`src/rtl/ifu_fetch_pkg.sv`:
```
// Shared definitions for the instruction fetch unit: AXI response codes,
// the default reset PC and the fetch state encoding.
package ifu_fetch_pkg;

    localparam logic [31:0] RESET_PC_DEFAULT = 32'h3000_0000;

    localparam logic [1:0] AXI_RESP_OKAY   = 2'b00;
    localparam logic [1:0] AXI_RESP_SLVERR = 2'b10;
    localparam logic [1:0] AXI_RESP_DECERR = 2'b11;

    typedef enum logic [1:0] {
        REQ  = 2'b00,
        RESP = 2'b01,
        HOLD = 2'b10
    } fetch_state_t;

endpackage

```
`src/rtl/ifu_fetch.sv`:
```
// Instruction fetch unit: owns the PC, issues one AXI-Lite read at a time to
// the instruction cache and hands {pc, inst, fault} to the IDU from a single register.
module ifu_fetch
    import ifu_fetch_pkg::*;
#(
    parameter int               XLEN     = 32,
    parameter logic [XLEN-1:0]  RESET_PC = RESET_PC_DEFAULT
) (
    input  logic            clk,
    input  logic            rst,
    output logic [XLEN-1:0] ic_araddr,
    output logic            ic_arvalid,
    input  logic            ic_arready,
    input  logic [XLEN-1:0] ic_rdata,
    input  logic [1:0]      ic_rresp,
    input  logic            ic_rvalid,
    output logic            ic_rready,
    output logic            ic_fence_i,
    input  logic            redirect_valid,
    input  logic [XLEN-1:0] redirect_pc,
    input  logic            redirect_fence_i,
    output logic            idu_valid,
    input  logic            idu_ready,
    output logic [XLEN-1:0] idu_pc,
    output logic [XLEN-1:0] idu_inst,
    output logic            idu_fault
);

    localparam logic [XLEN-1:0] PC_STEP = XLEN'(32'd4);

    fetch_state_t    state_r, state_s;
    logic [XLEN-1:0] pc_r, pc_s;
    logic            squash_r, squash_s;
    logic            out_valid_r, out_valid_s;
    logic            fence_r;
    logic [XLEN-1:0] out_pc_r, out_inst_r;
    logic            out_fault_r;
    logic            load_s, slot_free_s, ar_hs_s, r_hs_s;
    logic [XLEN-1:0] redirect_tgt_s;

    assign slot_free_s    = !out_valid_r || idu_ready;
    assign redirect_tgt_s = {redirect_pc[XLEN-1:2], 2'b00};

    // The AR is held off during the fence.i pulse so the flush reaches the cache first.
    assign ic_araddr  = pc_r;
    assign ic_arvalid = (state_r == REQ) && !fence_r;
    assign ic_rready  = (state_r == RESP) && (squash_r || slot_free_s);
    assign ic_fence_i = fence_r;
    assign ar_hs_s    = ic_arvalid && ic_arready;
    assign r_hs_s     = ic_rready && ic_rvalid;

    assign idu_valid = out_valid_r;
    assign idu_pc    = out_pc_r;
    assign idu_inst  = out_inst_r;
    assign idu_fault = out_fault_r;

    // Next-state, next-pc, squash and output-slot occupancy.
    always_comb begin
        state_s     = state_r;
        pc_s        = pc_r;
        squash_s    = squash_r;
        load_s      = 1'b0;
        out_valid_s = out_valid_r && !idu_ready;
        if (redirect_valid) begin
            pc_s        = redirect_tgt_s;
            out_valid_s = 1'b0;
            case (state_r)
                REQ: begin
                    if (ar_hs_s) begin
                        squash_s = 1'b1;
                        state_s  = RESP;
                    end else begin
                        squash_s = 1'b0;
                        state_s  = REQ;
                    end
                end
                RESP: begin
                    if (r_hs_s) begin
                        squash_s = 1'b0;
                        state_s  = REQ;
                    end else begin
                        squash_s = 1'b1;
                        state_s  = RESP;
                    end
                end
                default: begin
                    squash_s = 1'b0;
                    state_s  = REQ;
                end
            endcase
        end else begin
            case (state_r)
                REQ: begin
                    if (ar_hs_s) begin
                        state_s = RESP;
                    end else begin
                        state_s = REQ;
                    end
                end
                RESP: begin
                    if (r_hs_s && squash_r) begin
                        squash_s = 1'b0;
                        state_s  = REQ;
                    end else if (r_hs_s) begin
                        load_s      = 1'b1;
                        out_valid_s = 1'b1;
                        pc_s        = pc_r + PC_STEP;
                        state_s     = slot_free_s ? REQ : HOLD;
                    end else begin
                        state_s = RESP;
                    end
                end
                HOLD: begin
                    if (idu_ready) begin
                        state_s = REQ;
                    end else begin
                        state_s = HOLD;
                    end
                end
                default: begin
                    state_s = REQ;
                end
            endcase
        end
    end

    // Control state registers.
    always_ff @(posedge clk) begin
        if (rst) begin
            state_r     <= REQ;
            pc_r        <= RESET_PC;
            squash_r    <= 1'b0;
            out_valid_r <= 1'b0;
            fence_r     <= 1'b0;
        end else begin
            state_r     <= state_s;
            pc_r        <= pc_s;
            squash_r    <= squash_s;
            out_valid_r <= out_valid_s;
            fence_r     <= redirect_valid && redirect_fence_i;
        end
    end

    // Output register holding the instruction presented to the IDU.
    always_ff @(posedge clk) begin
        if (rst) begin
            out_pc_r    <= '0;
            out_inst_r  <= '0;
            out_fault_r <= 1'b0;
        end else if (load_s) begin
            out_pc_r    <= pc_r;
            out_inst_r  <= ic_rdata;
            out_fault_r <= (ic_rresp != AXI_RESP_OKAY);
        end else begin
            out_pc_r    <= out_pc_r;
            out_inst_r  <= out_inst_r;
            out_fault_r <= out_fault_r;
        end
    end

endmodule

```
`config.mk`:
```
export PLATFORM = sky130hd
export DESIGN_NAME = ifu_fetch
export DESIGN_NICKNAME = d
export VERILOG_FILES = /design/src/rtl/ifu_fetch_pkg.sv /design/src/rtl/ifu_fetch.sv
export SDC_FILE = /design/constraint.sdc
export NUM_CORES = 1
export LEC_CHECK = 0
export BUFFER_PORTS_ARGS = -buffer_cell sky130_fd_sc_hd__buf_2
export CORE_UTILIZATION = 30
export DETAILED_ROUTE_END_ITERATION = 6
export GPL_TIMING_DRIVEN = 0
export PLACE_DENSITY_LB_ADDON = 0.05
export SLEW_MARGIN = 10
export SYNTH_ARGS = -nofsm -noshare
export SYNTH_HDL_FRONTEND = slang
export SYNTH_SLANG_ARGS = --single-unit
```
`constraint.sdc`:
```
create_clock -name clk -period 2.8 [get_ports clk]
set_input_delay 0.28 -clock clk [delete_from_list [all_inputs] [get_ports clk]]
set_output_delay 0.28 -clock clk [all_outputs]
set_load 0.03 [all_outputs]
```
==> out/summary.txt <==
post-DR vias/cell: 4.59
hold crit path type: in2reg
commonest non-fill, non-tap cell in the layout: buf_2
FILL cells: 1,463
sw frac: 0.281
first-pass GRT wire length: 19,900 um
hold slack: 0.123 ns
layout cell share with drive strength beyond 1: 0.282
synthesized instance count: 506
Pwr Total: 3070 uW
P_sw: 863 uW
clock tree buffer depth: 2
Mapped Avg Cell Area: 8.04 um2
Layout area overhead: 33.0%
cts hold-fix bufs: 0
combinational share of power: 0.128
Setup TNS: 0 ns
Final Util: 0.409
synthesized area: 0.00407 mm2
CTS tree: yes
initial antenna violation count: 0
maxcap violations: 0
CTS sink count: 98
Yosys warning count: 0
largest net degree at the start of global routing: 17
DRC viols: 0
Core Box Area: 0.0132 mm2
sequential cell area: 0.00196 mm2
Die X: 118 um
Final Cycle Share: 0.829
M1 wire length: 5830 um
DPL Wire Length: 9170 um
antenna-violating nets left: 0
IO Count: 174
main area contributors after synthesis: dfxtp_1 48%, nand2_1 13%, a21oi_1 8.6%
Final Max Slew Viols: 0
relative slew slack: 0.475
Post-CTS Setup Bufs: 0
max frequency: 431 MHz
internal power: 2210 uW
height of the die: 118 um
clock skew: 0.00672 ns
CP startpoint kind: register
footprint of the multi-input gates: 0.00194 mm2
clock power share: 0.382
most frequent cells in the layout: 167 x buf_2, 139 x nand2_1, 98 x dfxtp_1
Initial Utilization: 0.307
clock slew at reported path FFs: 0.07 ns
Post-Layout Cell Count: 867
total global-route track usage: 0.183
WP data required: 3.06 ns
total grt overflow: 0
#FFs+latches synth: 98
PostCTS Resize Cnt: 0
htree depth: 3
status: finished clean
Crit Path Max Fanout: 8
Yosys top cell by area: dfxtp_1
met2 WL: 5800 um
final hold violations: 0
ys flop type: dfxtp_1
row cnt: 42
via count: 3,982
leakage: 0.00224 uW
Worst setup EP type: register
worst-margin pin slew: 0.784 ns
sequential share of power: 0.490
post-synthesis cell type count: 46
initial drt markers: 183
Pre-antenna DRT Iters: 4
final critical-path required period: 2.32 ns
pwr dens: 568 mW/mm2
DR WL met3: 682 um
die area: 0.0140 mm2
DR top layer: met4
vias in the first global route: 3,857
total CTS buffers: 9
RSZ-0062 raised after global routing: no
number of synthesized flops with an enable pin: 0
final net count: 760
Clock Latency Late Sink: 0.34 ns
Diodes inserted: 0
I/O Buffers: 166
CP Class: reg2reg
crit path DAT: 2.58 ns
worst vdd rail ir drop: 373 uV
root buf cell: clkbuf_16
Final Setup Violations: 0
Synth top area share: 0.482
per-cell routed wire length: 14.3 um
GPL Wtd Cong: 0.742
# placed instances: 851
Async SR Flop Fraction: 0
Seq/Total Area, Yosys: 0.482
WL final: 12,400 um
## kinds of logic (layout without fill, tap and decap cells)
kind of cell               Yosys count  after routing  share of synthesized area
xor gates and xnor gates            22             22                     0.0474
muxes                                3              3                    0.00769
other                                1              4                   0.000922
buffers and inverters               42            224                     0.0428
and+or+nand+nor                    233            233                      0.264
adders and majority gates            1              1                    0.00308
AOI/OAI and AO/OA                  106            106                      0.152
DFF                                 98             98                      0.482
## worst paths after layout
path / start / slack (ns) / endpoint / depth (start not counted)
setup / recovery: ic_araddr[2] / 0.48 / ic_araddr[30] / 6
hold / removal: idu_ready / 0.12 / state_r[1] / 2
setup reg to reg: ic_araddr[2] / 0.48 / ic_araddr[30] / 6
hold reg to reg: idu_pc[23] / 0.45 / idu_pc[23] / 2
## sequential cells by signal, summed over array words and instances (netlist names)
register / flops
idu_inst: 32
squash_r: 1
idu_pc: 30
idu_fault: 1
idu_valid: 1
ic_fence_i: 1
state_r: 2
ic_araddr: 30
## cell usage after synthesis (2+ instances only)
cell / n
nand2_1: 139
dfxtp_1: 98
a21oi_1: 70
nor2_1: 31
clkbuf_1: 30
a211oi_1: 20
xnor2_1: 18
nor3_1: 12
nand3_1: 10
nor4_1: 8
inv_1: 7
and3_1: 5
a311oi_1: 4
buf_4: 4
xor2_1: 4
and2_1: 3
nand4_1: 3
o21ai_0: 3
o21bai_1: 3
or3_1: 3
a31oi_1: 2
and4_1: 2
mux2i_1: 2
nand2b_1: 2
nor2b_1: 2
## critical path, stage by stage (launching register included)
cell and delay, ns:
dfxtp_1 0.41, ha_1 0.17, nor2b_1 0.28, nand4_4 0.20, or3_4 0.43, or4_1 0.48
a311oi_1 0.25
## routing by layer
layer / vias to the layer above / GRT usage
li1: 2071 / -
met5: - / 0
met3: 8 / 0.0444
met4: 0 / 0.0562
met1: 1792 / 0.240
met2: 111 / 0.295
## power by group through the flow
stage          sequential, uW  clock (uW)  combinational [uW]
2_1_floorplan            1620           0                 154
3_3_place_gp             1530           0                 396
3_5_place_dp             1540           0                 399
4_1_cts                  1500        1220                 400
5_1_grt                  1520        1280                 431
6_report                 1500        1170                 394
## per-stage QoR
step	worst slack [ns]	area, um2
final	0.480	5410
after global routing	0.256	5410
after CTS	0.447	5410
after detailed placement	0.469	5130
after global placement	0.497	5130
after floorplan	0.469	4080
## layout make-up
type | count | area share
inverters | 7 | 0.00486
flip-flops and latches | 98 | 0.363
repair buffers | 166 | 0.154
plain buffers | 35 | 0.0273
clock inverters | 6 | 0.00786
clock buffers | 10 | 0.0442
multi-input cells | 369 | 0.359
well taps | 176 | 0.0407
(Power assumes the default switching activity.)
